[config.mk]
export PLATFORM = sky130hd
export DESIGN_NAME = db_scan_ctrl
export DESIGN_NICKNAME = d
export VERILOG_FILES = /design/src/rtl/db_scan_ctrl.sv
export SDC_FILE = /design/constraint.sdc
export NUM_CORES = 2
export LEC_CHECK = 0
export ABC_AREA = 1
export CELL_PAD_IN_SITES_DETAIL_PLACEMENT = 1
export CELL_PAD_IN_SITES_GLOBAL_PLACEMENT = 1
export CORE_AREA = 5 5 444 446
export CTS_CLUSTER_SIZE = 25
export DETAILED_ROUTE_END_ITERATION = 8
export DIE_AREA = 0 0 449 451
export PLACE_DENSITY = 0.67
export SYNTH_ARGS = -nofsm -noshare
export SYNTH_HDL_FRONTEND = slang
export SYNTH_SLANG_ARGS = --single-unit
[constraint.sdc]
create_clock -name clk -period 6 [get_ports clk]
set_input_delay 0.6 -clock clk [delete_from_list [all_inputs] [get_ports clk]]
set_output_delay 0.6 -clock clk [all_outputs]
set_load 0.005 [all_outputs]
[src/rtl/db_scan_ctrl.sv]
// db_scan_ctrl
// Drives the Hit comparison engine from the database side. Words arrive from
// the DDR read stream into a one-entry prefetch buffer, are moved into the
// engine with a load strobe and then walked through every position with shift
// strobes. Each engine hit becomes one result record on a valid/ready port.
//
// Ports
//   clk, rst          clock, synchronous active-high reset
//   start             scan request, honoured only while idle
//   dbWordCount       number of words in the scan, captured with start
//   busy, done        scan in progress / one-cycle completion pulse
//   ddrData/Valid/Ready  database word stream (transfer = ddrValid & ddrReady)
//   dataBase, dataBaseValid  word presented to the engine / word loaded
//   load, shift       one-cycle engine strobes (position 0 / positions 1..N-1)
//   hit, locationQ    engine response, valid the cycle after a strobe
//   resValid/Ready    result handshake; resWord/resShift/resLoc are the record
//   hitCount          hits handed over in the current or last scan
//   dbgState          current controller state
//
// Handshake rule for both streams: a transfer happens on a rising edge where
// valid and ready are both high; the producer holds valid and its payload
// unchanged until that edge, and ready may not depend on valid.
module db_scan_ctrl #(
    parameter int DATA_W          = 512,
    parameter int SHIFT_W         = 9,
    parameter int SHIFTS_PER_WORD = 512,
    parameter int CNT_W           = 32
) (
    input  logic               clk,
    input  logic               rst,
    input  logic               start,
    input  logic [CNT_W-1:0]   dbWordCount,
    output logic               busy,
    output logic               done,
    input  logic [DATA_W-1:0]  ddrData,
    input  logic               ddrValid,
    output logic               ddrReady,
    output logic [DATA_W-1:0]  dataBase,
    output logic               dataBaseValid,
    output logic               load,
    output logic               shift,
    input  logic               hit,
    input  logic [SHIFT_W-1:0] locationQ,
    output logic               resValid,
    input  logic               resReady,
    output logic [CNT_W-1:0]   resWord,
    output logic [SHIFT_W-1:0] resShift,
    output logic [SHIFT_W-1:0] resLoc,
    output logic [CNT_W-1:0]   hitCount,
    output logic [2:0]         dbgState
);

    typedef enum logic [2:0] {
        S_IDLE   = 3'd0,
        S_FETCH  = 3'd1,
        S_STROBE = 3'd2,
        S_EVAL   = 3'd3,
        S_REPORT = 3'd4,
        S_FINISH = 3'd5
    } state_t;

    localparam logic [SHIFT_W-1:0] LAST_POS = SHIFT_W'(SHIFTS_PER_WORD - 1);

    state_t              state_q, state_d;
    logic [CNT_W-1:0]    count_q;
    logic [CNT_W-1:0]    fetched_q;
    logic [CNT_W-1:0]    word_idx_q;
    logic [SHIFT_W-1:0]  pos_q;
    logic [DATA_W-1:0]   hold_q;
    logic                full_q;
    logic [DATA_W-1:0]   db_q;
    logic                db_valid_q;
    logic [CNT_W-1:0]    res_word_q;
    logic [SHIFT_W-1:0]  res_shift_q;
    logic [SHIFT_W-1:0]  res_loc_q;
    logic [CNT_W-1:0]    hit_cnt_q;

    logic                last_pos;
    logic                more_words;
    logic [CNT_W:0]      next_idx;
    logic                ddr_xfer;
    logic                advance;
    state_t              adv_state;

    assign last_pos   = (pos_q == LAST_POS);
    // One extra bit so a count near 2^CNT_W cannot wrap the comparison.
    assign next_idx   = {1'b0, word_idx_q} + {{CNT_W{1'b0}}, 1'b1};
    assign more_words = (next_idx < {1'b0, count_q});
    // Where the scan goes once the current position is finished with.
    assign adv_state  = !last_pos ? S_STROBE : (more_words ? S_FETCH : S_FINISH);
    assign advance    = ((state_q == S_EVAL) && !hit) || ((state_q == S_REPORT) && resReady);

    assign busy     = (state_q != S_IDLE);
    assign ddrReady = busy && !full_q && (fetched_q < count_q);
    assign ddr_xfer = ddrValid && ddrReady;

    assign dataBase      = db_q;
    assign dataBaseValid = db_valid_q;
    assign resWord       = res_word_q;
    assign resShift      = res_shift_q;
    assign resLoc        = res_loc_q;
    assign hitCount      = hit_cnt_q;
    assign dbgState      = state_q;

    always_ff @(posedge clk) begin
        if (rst) begin
            state_q <= S_IDLE;
        end else begin
            state_q <= state_d;
        end
    end

    always_comb begin
        state_d  = state_q;
        load     = 1'b0;
        shift    = 1'b0;
        resValid = 1'b0;
        done     = 1'b0;
        case (state_q)
            S_IDLE: begin
                if (start) begin
                    state_d = S_FETCH;
                end
            end
            S_FETCH: begin
                // An empty scan passes through here once, so its done pulse
                // lands two cycles after the accepted start.
                if (count_q == '0) begin
                    state_d = S_FINISH;
                end else if (full_q) begin
                    state_d = S_STROBE;
                end
            end
            S_STROBE: begin
                load    = (pos_q == '0);
                shift   = (pos_q != '0);
                state_d = S_EVAL;
            end
            S_EVAL: begin
                state_d = hit ? S_REPORT : adv_state;
            end
            S_REPORT: begin
                resValid = 1'b1;
                if (resReady) begin
                    state_d = adv_state;
                end
            end
            S_FINISH: begin
                done    = 1'b1;
                state_d = S_IDLE;
            end
            default: state_d = S_IDLE;
        endcase
    end

    always_ff @(posedge clk) begin
        if (rst) begin
            count_q     <= '0;
            fetched_q   <= '0;
            word_idx_q  <= '0;
            pos_q       <= '0;
            hold_q      <= '0;
            full_q      <= 1'b0;
            db_q        <= '0;
            db_valid_q  <= 1'b0;
            res_word_q  <= '0;
            res_shift_q <= '0;
            res_loc_q   <= '0;
            hit_cnt_q   <= '0;
        end else begin
            if ((state_q == S_IDLE) && start) begin
                count_q    <= dbWordCount;
                fetched_q  <= '0;
                word_idx_q <= '0;
                pos_q      <= '0;
                hit_cnt_q  <= '0;
                full_q     <= 1'b0;
            end
            if (ddr_xfer) begin
                hold_q    <= ddrData;
                full_q    <= 1'b1;
                fetched_q <= fetched_q + 1'b1;
            end
            // ddrReady is low while full, so this never collides with a transfer.
            if ((state_q == S_FETCH) && full_q && (count_q != '0)) begin
                db_q       <= hold_q;
                full_q     <= 1'b0;
                pos_q      <= '0;
                db_valid_q <= 1'b1;
            end
            if ((state_q == S_EVAL) && hit) begin
                res_word_q  <= word_idx_q;
                res_shift_q <= pos_q;
                res_loc_q   <= locationQ;
            end
            if ((state_q == S_REPORT) && resReady) begin
                hit_cnt_q <= hit_cnt_q + 1'b1;
            end
            if (advance) begin
                if (!last_pos) begin
                    pos_q <= pos_q + 1'b1;
                end else begin
                    db_valid_q <= 1'b0;
                    if (more_words) begin
                        word_idx_q <= word_idx_q + 1'b1;
                    end
                end
            end
            if (state_q == S_IDLE) begin
                db_valid_q <= 1'b0;
            end
        end
    end

endmodule

* Yosys cells after proc, flatten, opt, wreduce, memory -nomap -nowiden
Cells that the tools add are included.
Storage, ports and cells: register bits 1216, input bits 559, output and inout port bits 604, word-level logic and storage cells 80
Operators by class: add/subtract/negate cells 5, $lt $le $gt $ge 2, equal/unequal tests 9, mux-type cells 28, reduce and logical (&&, ||, !) cells 23
Operator list (count):
- $mux 32 | 7
- $add 32x1->32 const B | 3
- $mux 9 | 4
- $add 32x1->33 const B | 1
- $lt 33x32->1 | 1
- $logic_not 32->1 | 1
- $lt 32x32->1 | 1
- $reduce_bool 32->1 | 1
- $mux 3 | 7
- $pmux 3 s5 | 1
- $add 9x1->9 const B | 1
- $eq 9x9->1 const B | 1
- $logic_and 1x1->1 | 9
- $logic_not 9->1 | 1
- $mux 1 | 9
- $reduce_bool 9->1 | 1
- $eq 3x2->1 const B | 2
- $eq 3x3->1 const B | 2
- $ne 2x2->1 const B | 2
- $reduce_bool 2->1 | 2
- $reduce_or 2->1 | 2
- $eq 3x1->1 const B | 1
- $logic_not 3->1 | 1
- $ne 3x3->1 const B | 1
- 4 further kinds | 5

* Depth between registers and ports, before layout
depth in word-level cells 6, depth in mapped cells 23

* Worst setup path before layout
No wires, ideal clock.
path type register to register, from register word_idx_q[0], to register word_idx_q[10], data arrival time 2.770 ns, required time 5.887 ns, slack 3.116 ns, cell stages (with the launch flop) 21, path buffers 1, clock period less this slack 2.884 ns, path through dfxtp_1 ha_1 nand2_1 nor2_4 nand2_2 nor2_1 and3_1 nand3_1 xor2_1 ha_1 a21oi_1 o21ai_0 a21oi_1 nor2_1 nor2_2 nand2_2 inv_4 nand2_4 buf_2 o21ai_1 nor2_1
On the way: longest elaborated chain between the ends 5, elaborated cells between the ends (all ways) 6, classes of those cells add/sub (2); order compare (1); mux (3)
Ends and longest elaborated chain:
- start, declared | RTL line 67 | logic [CNT_W-1:0] word_idx_q;
- start signal, assigned | RTL line 205 | word_idx_q <= word_idx_q + 1'b1;
- $add 32x1->33 | RTL line 87 | assign next_idx = {1'b0, word_idx_q} + {{CNT_W{1'b0}}, 1'b1};
- $lt 33x32->1 | RTL line 88 | assign more_words = (next_idx < {1'b0, count_q});
- $mux 32 (*) | RTL line 204 | if (more_words) begin
- $mux 32 (*) | RTL line 200 | if (!last_pos) begin
- $mux 32 (*) | RTL line 199 | if (advance) begin
Mark *: on every way between the ends. The rest lies on a longest branch, timed or not. A chain may end at the register's enable or synchronous reset.

* Worst setup path in the final report
from register word_idx_q[0], to register word_idx_q[28]
The elaborated chain is that of the path after synthesis.

==> run metrics <==
I/O pin count=1,163; Post-synth EDFFs=0; first-pass GRT wire length=295,000 um; Critical Path Fanout Max=50; multi-input logic area=19,100 um^2; R2R cell count=19; sequential cell area=24,300 um^2; r2r setup slk=2110 ps; Initial Util=25.0%; Clock transition at path regs=60 ps; vias in the first global route=46,700; fraction of registers with async set/reset=0%; Fillers=23,300; Seq cells post-synth=1,216; Synth Cell Area=48,000 um^2; layout cells sized above 1=4.13%; Crit Path Category=flop to flop; post-layout util=34.7%; Pwr Density=386 nW/um^2; status=finished, final reports clean; Setup crit end=word_idx_q[28]$_SDFF_PP0_; hold crit path type=input port to flop; Worst Path Arrival=4550 ps; Die ar.=202,000 um^2; CP Depth=19; Final GP Congestion=0.866; RSZ-0062 raised after global routing=false; Worst path max stage delay=430 ps; cell mode on critical path=nor2_1; vias per std cell=4.50; ys flop type=dfxtp_1; Area Growth Syn to Fin=38.8%; Final Hold Fails=0; post-CTS sizing=0; largest net degree at the start of global routing=206; FF-to-FF Start=word_idx_q[0]$_SDFF_PP0_; setup tns final=0 ps; DRC Markers=0; routed wire length=199,000 um; Root Buffer=clkbuf_16; DR WL/cell=19.5 um; die height=451 um; final setup fails=0; die width=449 um; row cnt=161; Syn Area/Cell=7.27 um^2; H-tree Lvls=4; fin crit share=64.9%; headroom to the max-slew limit=18.5%; Ys Warns=0; post-synthesis instance total=6,610; Top delay family on crit path=simple AND/OR/NAND/NOR gates; fmax=0.257 GHz; ANT nets after route=0; DP HPWL=146,000 um; WP data required=6650 ps; Startpoint Class=flop; Placed Instance Area=61,500 um^2; Pre-antenna DRT Iters=5; Port Buffer Count=1,162; WHS=342 ps; final net count=8,187; Remaining Overflow, GRT=0; register area share after synthesis=50.7%; vias=46,100; Worst R2R End=word_idx_q[28]$_SDFF_PP0_; slowest CP cell=dfxtp_1; Hold Buf Count CTS=0; max-slew violation count=0; Setup crit start=word_idx_q[0]$_SDFF_PP0_; Worst Tran Pin Value=1220 ps; Static Leakage=29.0 nW; Core Box Area=192,000 um^2; post-synth cell types=46; CTS sink cnt=1,216; Period minus WS final=3890 ps; gr usage total=18.7%; CTS Buf Count=150; Clock Tree Buf Depth=3; cells along the critical path=ha_1 > nand2_1 > nor2_4 > nand2_2 > nor2_1 > and3_1 > nand3_1 > xor2_1 > ha_1 > a21oi_1 > o21ai_0 > a21oi_1 > nor2_1 > nor2_2 > nand2_2 > inv_4 > nand2_4 > o21ai_0 > nor2_1; Setup crit end kind=flop; drt first-iter violations=2,586; post-CTS setup buffer count=0; Worst-Skew Late Latency=790 ps; CTS tree=done; Max VDD drop=0.000208 V; initial antenna violation count=69; Net Count, Synth=7,237; design area=66,700 um^2; clock skew=45.0 ps; crit path buf inv count=1; Max Cap Viol=0
==> registers in the layout, summed over array words and instances, names as in the netlist <==
| name | cells |
|---|---|
| dataBase | 512 |
| hold_q | 512 |
| count_q | 32 |
| fetched_q | 32 |
| hitCount | 32 |
| resWord | 32 |
| word_idx_q | 32 |
| pos_q | 9 |
| resLoc | 9 |
| resShift | 9 |
| dbgState | 3 |
| dataBaseValid | 1 |
| full_q | 1 |
==> per-layer routing <==
layer  share of wire (%)  GRT usage, %  vias up  wire length [um]
li1                    -             -    22700                 -
met1                  41          21.2    22000             80800
met2                  49          32.6     1024             97300
met3                 6.0          5.54      328             11900
met4                 4.5          8.29       38              8940
met5                0.12             0        -               230
==> cell families (layout without fill, tap and decap cells) <==
group / count (synthesis) / after routing / synth area share (%)
AND/OR/NAND/NOR: 2790 / 2790 / 22.8
AO/OA/AOI/OAI: 1343 / 1343 / 14.1
flip-flops: 1216 / 1216 / 50.7
buffers and inverters: 1142 / 2205 / 9.67
adder cells (fa/ha/maj): 68 / 68 / 1.77
XOR/XNOR: 51 / 51 / 0.930
other: 0 / 37 / 0
==> cell usage in the layout (no fill, tap or decap), types with 5 or more instances in the layout <==
cell type / n
nand2_1: 1321
o21ai_0: 621
bufinv_16: 9
nor2_4: 5
nor2_1: 1227
clkbuf_16: 154
clkinv_2: 20
inv_2: 6
xor2_1: 42
inv_1: 720
diode_2: 37
dfxtp_1: 1216
nor2_2: 5
nor3_1: 43
clkdlybuf4s50_1: 1161
clkbuf_8: 35
nand4_1: 69
ha_1: 68
nor4_1: 13
o21ai_1: 21
buf_12: 15
xnor2_1: 9
nand3_1: 85
a211oi_1: 7
buf_4: 34
a21oi_1: 672
and3_1: 5
clkbuf_1: 30
==> synthesized netlist by cell type (2+ instances only) <==
library cell / n / area share, %
nor3b_1: 2 / 0.031
inv_1: 721 / 5.6
nor2_2: 5 / 0.065
buf_1: 6 / 0.047
nor3_1: 43 / 0.45
a21oi_1: 673 / 7.0
o21a_1: 2 / 0.031
dfxtp_1: 1216 / 51
o21ai_0: 621 / 6.5
a21o_1: 3 / 0.047
nor4_1: 13 / 0.17
clkbuf_1: 229 / 1.8
or2_2: 3 / 0.039
nor2_1: 1229 / 9.6
nand3b_1: 4 / 0.063
a221oi_1: 2 / 0.036
a31oi_1: 3 / 0.039
xor2_1: 42 / 0.77
a211oi_1: 7 / 0.11
ha_1: 68 / 1.8
a22oi_1: 3 / 0.047
buf_4: 44 / 0.69
nand2_1: 1321 / 10
buf_2: 130 / 1.4
and3_1: 5 / 0.065
nand3_1: 85 / 0.89
o21ai_1: 21 / 0.22
xnor2_1: 9 / 0.16
nor2_4: 3 / 0.070
buf_6: 4 / 0.094
nand4_1: 69 / 0.90
nand2_2: 4 / 0.052
inv_2: 7 / 0.055
==> where the power goes <==
group / leakage (nW) / switching (mW) / internal (mW)
registers: 9.89 / 0.487 / 9.55
logic: 16.6 / 4.05 / 2.37
clock network: 2.49 / 3.75 / 5.55
total: 29.0 / 8.28 / 17.5
==> per-stage QoR <==
| stage | worst slack (ps) | instances | total power, mW |
|---|---|---|---|
| after floorplan | 3120 | 6610 | 14.0 |
| after global placement | 2290 | 9934 | 16.4 |
| after detailed placement | 2180 | 9934 | 16.7 |
| after CTS | 2090 | 10200 | 26.2 |
| after global routing | 1800 | 10200 | 27.4 |
| final | 2110 | 10200 | 25.7 |
==> cell type report <==
class	instances	share of cell area, %
diodes	37	0.139
clock buffers	219	6.67
clock inverters	46	0.933
inverters	729	4.12
multi-input cells	4252	28.6
flip-flops and latches	1216	36.5
well taps	2526	4.74
repair buffers	1211	18.3
==> worst reg2reg max path, stage by stage, from the launching register on <==
cell and delay [ps]:
dfxtp_1 430, ha_1 230, nand2_1 120, nor2_4 150, nand2_2 100, nor2_1 280
and3_1 280, nand3_1 100, xor2_1 250, ha_1 300, a21oi_1 150, o21ai_0 90
a21oi_1 140, nor2_1 70, nor2_2 90, nand2_2 80, inv_4 160, nand2_4 340
o21ai_0 340, nor2_1 60
==> worst min path at each step <==
stage          slack, ps  cells after the start                startpoint                         end
6_report             340                      2                       rst    dbgState[2]$_SDFFE_PP0P_
5_1_grt              310                      2                       rst    hitCount[4]$_SDFFE_PP0P_
4_1_cts              250                      2                       rst    dbgState[0]$_SDFFE_PP0P_
3_5_place_dp         450                      2  hold_q[139]$_SDFFE_PP0P_  dataBase[139]$_SDFFE_PP0P_
3_3_place_gp         430                      2  hold_q[499]$_SDFFE_PP0P_  dataBase[499]$_SDFFE_PP0P_
2_1_floorplan        430                      2    hold_q[0]$_SDFFE_PP0P_    dataBase[0]$_SDFFE_PP0P_
(Power assumes the default switching activity.)
